`src/rtl/activation_execution.sv`:
```
`default_nettype none
// =============================================================================
// Module   : activation_execution
// Brief    : Tile-streaming activation engine (PASS / RELU / CLAMP / LEAKY).
//            Define ACT_ZERO_COUNT_EN to build the zero-output counter.
// Revision : 1.0 - initial release
// =============================================================================
module activation_execution #(
    parameter int DATA_WIDTH   = 8,
    parameter int TILE_ELEMS   = 32,
    parameter int LEN_WIDTH    = 10,
    parameter int BUF_ID_WIDTH = 5
) (
    input  logic                               clk,
    input  logic                               rst,
    input  logic                               start_i,
    input  logic [1:0]                         mode_i,
    input  logic [DATA_WIDTH-1:0]              clamp_max_i,
    input  logic [2:0]                         leak_shift_i,
    input  logic [BUF_ID_WIDTH-1:0]            x_buffer_id_i,
    input  logic [BUF_ID_WIDTH-1:0]            dest_buffer_id_i,
    input  logic [LEN_WIDTH-1:0]               length_i,
    output logic                               busy_o,
    output logic                               done_o,
    output logic                               vec_read_enable_o,
    output logic [BUF_ID_WIDTH-1:0]            vec_read_buffer_id_o,
    input  logic [TILE_ELEMS*DATA_WIDTH-1:0]   vec_read_tile_i,
    input  logic                               vec_read_valid_i,
    output logic                               vec_write_enable_o,
    output logic [BUF_ID_WIDTH-1:0]            vec_write_buffer_id_o,
    output logic [TILE_ELEMS*DATA_WIDTH-1:0]   vec_write_tile_o,
    output logic [LEN_WIDTH:0]                 zero_count_o
);

    localparam int CNT_W = LEN_WIDTH + 1;

    localparam logic [1:0] S_IDLE      = 2'd0;
    localparam logic [1:0] S_WAIT_TILE = 2'd1;
    localparam logic [1:0] S_COMPLETE  = 2'd2;

    localparam logic [1:0] M_RELU  = 2'd1;
    localparam logic [1:0] M_CLAMP = 2'd2;
    localparam logic [1:0] M_LEAKY = 2'd3;

    logic [1:0]                       state_q, state_d;
    logic [1:0]                       mode_q, mode_d;
    logic signed [DATA_WIDTH-1:0]     clamp_q, clamp_d;
    logic [2:0]                       shift_q, shift_d;
    logic [LEN_WIDTH-1:0]             len_q, len_d;
    logic [BUF_ID_WIDTH-1:0]          xid_q, xid_d, did_q, did_d;
    logic [CNT_W-1:0]                 tiles_total_q, tiles_total_d;
    logic [CNT_W-1:0]                 tile_cnt_q, tile_cnt_d;
    logic [CNT_W-1:0]                 offset_q, offset_d;
    logic                             rd_en_q, rd_en_d, wr_en_q, wr_en_d;
    logic                             busy_q, busy_d, done_q, done_d;
    logic [TILE_ELEMS*DATA_WIDTH-1:0] wr_tile_q, wr_tile_d;

    logic [TILE_ELEMS*DATA_WIDTH-1:0] w_act_tile;
    logic [TILE_ELEMS-1:0]            w_lane_valid;
    logic [CNT_W-1:0]                 w_tiles_needed;
    logic                             w_accept, w_capture, w_last_tile;

    function automatic logic signed [DATA_WIDTH-1:0] activate(
        input logic [1:0]                   m,
        input logic signed [DATA_WIDTH-1:0] x,
        input logic signed [DATA_WIDTH-1:0] cmax,
        input logic [2:0]                   sh
    );
        logic signed [DATA_WIDTH-1:0] y;
        y = x;
        case (m)
            M_RELU:  if (x[DATA_WIDTH-1]) y = '0;
            M_CLAMP: begin
                if (cmax[DATA_WIDTH-1] || x[DATA_WIDTH-1]) y = '0;
                else if (x > cmax)                         y = cmax;
            end
            M_LEAKY: if (x[DATA_WIDTH-1]) y = x >>> sh;
            default: y = x;
        endcase
        return y;
    endfunction

    assign w_tiles_needed = ({1'b0, length_i} + CNT_W'(TILE_ELEMS - 1)) / CNT_W'(TILE_ELEMS);
    assign w_accept       = (state_q == S_IDLE) && start_i;
    assign w_capture      = (state_q == S_WAIT_TILE) && vec_read_valid_i;
    assign w_last_tile    = (tile_cnt_q + CNT_W'(1)) == tiles_total_q;

    // Lanes past the vector length are forced to zero in the written tile.
    always_comb begin
        w_act_tile   = '0;
        w_lane_valid = '0;
        for (int i = 0; i < TILE_ELEMS; i++) begin
            w_lane_valid[i] = (offset_q + CNT_W'(i)) < {1'b0, len_q};
            if (w_lane_valid[i]) begin
                w_act_tile[i*DATA_WIDTH +: DATA_WIDTH] =
                    activate(mode_q, vec_read_tile_i[i*DATA_WIDTH +: DATA_WIDTH], clamp_q, shift_q);
            end
        end
    end

    always_ff @(posedge clk or posedge rst) begin
        if (rst) state_q <= S_IDLE;
        else     state_q <= state_d;
    end

    always_comb begin
        state_d = state_q;
        case (state_q)
            S_IDLE:      if (start_i) state_d = (length_i == '0) ? S_COMPLETE : S_WAIT_TILE;
            S_WAIT_TILE: if (vec_read_valid_i && w_last_tile) state_d = S_COMPLETE;
            S_COMPLETE:  state_d = S_IDLE;
            default:     state_d = S_IDLE;
        endcase
    end

    // busy stays high through the done cycle and drops on the edge after it.
    always_comb begin
        mode_d        = mode_q;
        clamp_d       = clamp_q;
        shift_d       = shift_q;
        len_d         = len_q;
        xid_d         = xid_q;
        did_d         = did_q;
        tiles_total_d = tiles_total_q;
        tile_cnt_d    = tile_cnt_q;
        offset_d      = offset_q;
        wr_tile_d     = wr_tile_q;
        rd_en_d       = 1'b0;
        wr_en_d       = 1'b0;
        done_d        = (state_q == S_COMPLETE);
        busy_d        = busy_q & ~done_q;
        if (w_accept) begin
            mode_d        = mode_i;
            clamp_d       = clamp_max_i;
            shift_d       = leak_shift_i;
            len_d         = length_i;
            xid_d         = x_buffer_id_i;
            did_d         = dest_buffer_id_i;
            tiles_total_d = w_tiles_needed;
            tile_cnt_d    = '0;
            offset_d      = '0;
            busy_d        = 1'b1;
            rd_en_d       = (length_i != '0);
        end
        if (w_capture) begin
            wr_tile_d  = w_act_tile;
            wr_en_d    = 1'b1;
            tile_cnt_d = tile_cnt_q + CNT_W'(1);
            offset_d   = offset_q + CNT_W'(TILE_ELEMS);
            rd_en_d    = ~w_last_tile;
        end
    end

    always_ff @(posedge clk or posedge rst) begin
        if (rst) begin
            mode_q        <= '0;
            clamp_q       <= '0;
            shift_q       <= '0;
            len_q         <= '0;
            xid_q         <= '0;
            did_q         <= '0;
            tiles_total_q <= '0;
            tile_cnt_q    <= '0;
            offset_q      <= '0;
            wr_tile_q     <= '0;
            rd_en_q       <= 1'b0;
            wr_en_q       <= 1'b0;
            done_q        <= 1'b0;
            busy_q        <= 1'b0;
        end else begin
            mode_q        <= mode_d;
            clamp_q       <= clamp_d;
            shift_q       <= shift_d;
            len_q         <= len_d;
            xid_q         <= xid_d;
            did_q         <= did_d;
            tiles_total_q <= tiles_total_d;
            tile_cnt_q    <= tile_cnt_d;
            offset_q      <= offset_d;
            wr_tile_q     <= wr_tile_d;
            rd_en_q       <= rd_en_d;
            wr_en_q       <= wr_en_d;
            done_q        <= done_d;
            busy_q        <= busy_d;
        end
    end

    assign busy_o                = busy_q;
    assign done_o                = done_q;
    assign vec_read_enable_o     = rd_en_q;
    assign vec_read_buffer_id_o  = xid_q;
    assign vec_write_enable_o    = wr_en_q;
    assign vec_write_buffer_id_o = did_q;
    assign vec_write_tile_o      = wr_tile_q;

`ifdef ACT_ZERO_COUNT_EN
    logic [CNT_W-1:0] zc_q, zc_d, w_zero_lanes;

    always_comb begin
        w_zero_lanes = '0;
        for (int i = 0; i < TILE_ELEMS; i++) begin
            w_zero_lanes = w_zero_lanes +
                CNT_W'(w_lane_valid[i] && (w_act_tile[i*DATA_WIDTH +: DATA_WIDTH] == '0));
        end
        zc_d = zc_q;
        if (w_accept)       zc_d = '0;
        else if (w_capture) zc_d = zc_q + w_zero_lanes;
    end

    always_ff @(posedge clk or posedge rst) begin
        if (rst) zc_q <= '0;
        else     zc_q <= zc_d;
    end

    assign zero_count_o = zc_q;
`else
    assign zero_count_o = '0;
`endif

endmodule
`default_nettype wire

```
`config.mk`:
```
export PLATFORM = sky130hd
export DESIGN_NAME = activation_execution
export DESIGN_NICKNAME = d
export VERILOG_FILES = /design/src/rtl/activation_execution.sv
export SDC_FILE = /design/constraint.sdc
export NUM_CORES = 2
export LEC_CHECK = 0
export CORE_MARGIN = 2
export CORE_UTILIZATION = 56
export DETAILED_ROUTE_END_ITERATION = 8
export PLACE_DENSITY = 0.84
export SKIP_LAST_GASP = 1
export SLEW_MARGIN = 20
export SYNTH_ARGS = -nofsm -noshare
export SYNTH_HDL_FRONTEND = slang
export SYNTH_SLANG_ARGS = --single-unit
```
`constraint.sdc`:
```
create_clock -name clk -period 11.7 [get_ports clk]
set_input_delay 1.755 -clock clk [delete_from_list [all_inputs] [get_ports clk]]
set_output_delay 1.755 -clock clk [all_outputs]
set_load 0.1 [all_outputs]
```
==> impl_metrics.json <==
{
  "path_clk_slew_ns": 0.06,
  "grt.met2_usage": 0.648,
  "fillCellCount": 4914,
  "worst-setup-path-type": "input pin to flop",
  "detail_route.first_pass.iterations": 6,
  "area_growth_pct": 20.6,
  "routed_wl_mm": 147,
  "post-place-cells": 5180,
  "cp_top_family": "buffers and inverters",
  "cts_tree": "built",
  "num_io_pins": 574,
  "number_of_synthesized_flops_with_an_enable_pin": 0,
  "start_util": 0.568,
  "die_area_sq_mm": 0.0648,
  "number_of_buffer_and_inverter_instances_along_the_worst_setup_path": 3,
  "synth.ff_latch_count": 318,
  "fin_tns_setup_ns": 0,
  "synthArstFlopShare": 1.00,
  "cts-buffers-inserted": 41,
  "maxSlewHeadroom": 0.201,
  "cp_most_frequent_cell": "buf_4",
  "grt_busiest_layer": "met2",
  "grt_pass1_wl_mm": 220,
  "power.leakage_nw": 17.1,
  "finalSetupViolations": 0,
  "vias": 38800,
  "cts.path.max_buffers": 3,
  "peak_fanout_along_the_critical_path": 73,
  "clock-sinks": 318,
  "num_rows": 91,
  "htree_levels": 2,
  "critical_path.cell_chain": "clkdlybuf4s50_1 -> nand2_4 -> buf_4 -> buf_4 -> nand2_1 -> o41ai_1 -> a31oi_1 -> o211ai_1",
  "globalRouteMet3Util": 0.149,
  "final_period_minus_worst_setup_slack_ns": 4.62,
  "post-cts-setup-buffer-count": 0,
  "grt_max_degree": 163,
  "grtUsageMet1": 0.540,
  "cpMaxStageDelayCell": "buf_4",
  "worst_setup_path_start_kind": "input pin",
  "routed_via_density": 7.35,
  "crit_required_ns": 12.19,
  "maxClockFrequency_mhz": 217,
  "finalClockSkew_ns": 0.0309,
  "p_total_w": 0.0142,
  "ys_seq_area_frac": 0.226,
  "grt_antenna_before_repair": 25,
  "finalMaxSlewViolations": 0,
  "drive_gt1_frac": 0.0998,
  "postSynthCellCount": 4033,
  "cap_viol_max_count": 0,
  "drc": 0,
  "yosysWarningCount": 0,
  "number_of_global_route_vias_before_repair": 36800,
  "avgSynthCellArea_sq_um": 8.72,
  "detail-route-antenna-nets": 0,
  "worst_ep_arrival_time_ns": 5.11,
  "areal_power_density_over_the_cells_mw_per_mm2": 334,
  "setup.worst_path.end_class": "flop",
  "grt.total_usage": 0.441,
  "grt_overflow_total": 0,
  "cts_hold_buffers": 0,
  "post_synthesis_instance_area_sq_mm": 0.0352,
  "cts_root_buf": "clkbuf_16",
  "top_ff_cell_synth": "dfrtp_1",
  "hold_viol": 0,
  "outcome": "completed",
  "timing_worst_slew_pin_value_ns": 1.20,
  "place.gp.congestion": 0.977,
  "drt-initial-drc-count": 4815,
  "grt_setup_unrepaired": "false",
  "portBuffers": 562,
  "final_cell_count_no_fill": 5277,
  "post-dp-hpwl_mm": 95.5,
  "core-area_sq_mm": 0.0619,
  "post_synth_num_cell_types": 105,
  "worst_skew_pair.late_latency_ns": 0.61,
  "min_path_type": "flop to flop",
  "post_cts_resized": 0,
  "floorplan.die.width_um": 255,
  "detail_route.wl_per_cell_um": 27.9,
  "finalNetCount": 4989,
  "cp_slowest_stage_delay_ns": 0.81,
  "final.period_utilization": 0.395,
  "vdd_ir_drop_max_v": 0.000312,
  "floorplan.die.height_um": 255
}
kinds of logic (layout without fill, tap and decap cells):
logic type | after synthesis | after routing | share of synthesized area
adders and majority gates | 309 | 309 | 0.110
and+or+nand+nor | 1072 | 1072 | 0.147
muxes | 390 | 390 | 0.168
AOI/OAI and AO/OA | 1455 | 1455 | 0.288
buffers and inverters | 473 | 848 | 0.0569
DFF | 318 | 318 | 0.226
xor gates and xnor gates | 15 | 15 | 0.00374
other | 1 | 33 | 0.000107
where the power goes:
group	internal (W)	leakage [nW]	total [W]	switching, W
combinational	0.00327	12.4	0.0108	0.00749
sequential	0.00155	4.08	0.00209	0.000545
clock	0.000775	0.673	0.00134	0.000564
through the flow:
step	hold WS (ns)	util	setup WS (ns)	area (sq um)
floorplan	0.469	-	1.15	35200
global placement	0.462	0.662	6.68	41000
detailed placement	0.464	0.662	6.63	41000
CTS	0.483	0.684	7.22	42400
global route	0.510	0.685	6.91	42400
finish	0.483	0.685	7.08	42400
tightest hold or removal path, delay by kind of cell (launching register included):
kind / cells / cell delay (ns)
DFF: 1 / 0.34
and+or+nand+nor: 2 / 0.11
layout make-up:
type / count / area [sq um] / area share
clock inverters: 18 / 223 / 0.00525
diodes: 22 / 55.1 / 0.00130
inverters: 154 / 587 / 0.0138
well taps: 837 / 1050 / 0.0247
multi-input cells: 3252 / 25300 / 0.596
flip-flops and latches: 318 / 7990 / 0.188
repair buffers: 620 / 6100 / 0.144
clock buffers: 56 / 1140 / 0.0269
placed cells by master (no fill, tap or decap), types with 55 or more instances in the layout:
cell type and n:
a21oi_1 232, a22o_1 73, a22oi_1 152, buf_4 55, clkdlybuf4s50_1 560, dfrtp_1 305
ha_1 309, inv_1 143, mux2i_1 186, mux4_2 156, nand2_1 394, nand3_1 119
nand4_1 61, nor2_1 209, nor3_1 82, o211ai_1 76, o21ai_0 304, o2bb2ai_1 66
o31ai_1 80
synth_stat cells (all sizes together) (84+ instances only):
cell	n	area share
nand2	397	0.042
dfrtp	318	0.23
o21ai	316	0.045
ha	309	0.11
a21oi	245	0.036
nor2	214	0.023
clkbuf	194	0.021
mux2i	187	0.053
mux4	156	0.10
a22oi	152	0.032
inv	152	0.016
buf	125	0.020
nand3	122	0.018
nor3	84	0.012
flip-flops by register name, indices dropped and copies added, names as in the netlist:
signal and flops:
offset_q 6, vec_write_enable_o 1, shift_q 3, vec_read_buffer_id_o 5, len_q 10, clamp_q 8
tiles_total_q 6, vec_write_buffer_id_o 5, state_q 2, busy_o 1, mode_q 2, done_o 1
vec_read_enable_o 1, tile_cnt_q 11, vec_write_tile_o 256
final timing paths:
check / startpoint / to / slack, ns / cells past startpoint
max: vec_read_valid_i / vec_write_tile_o[204] / 7.08 / 8
min: vec_write_buffer_id_o[2] / vec_write_buffer_id_o[2] / 0.48 / 2
max reg2reg: clamp_q[5] / vec_write_tile_o[6] / 7.50 / 10
min reg2reg: vec_write_buffer_id_o[2] / vec_write_buffer_id_o[2] / 0.48 / 2
max in group asynchronous: rst / clamp_q[5] / 7.71 / 4
min in group asynchronous: rst / vec_write_tile_o[51] / 1.64 / 2
routing by layer:
layer / wire length, um / vias to the layer above
li1: - / 16400
met1: 51100 / 18200
met2: 62300 / 3242
met3: 21500 / 884
met4: 12200 / 18
met5: 110 / -
Note: power is estimated with default switching activity, not from simulation.
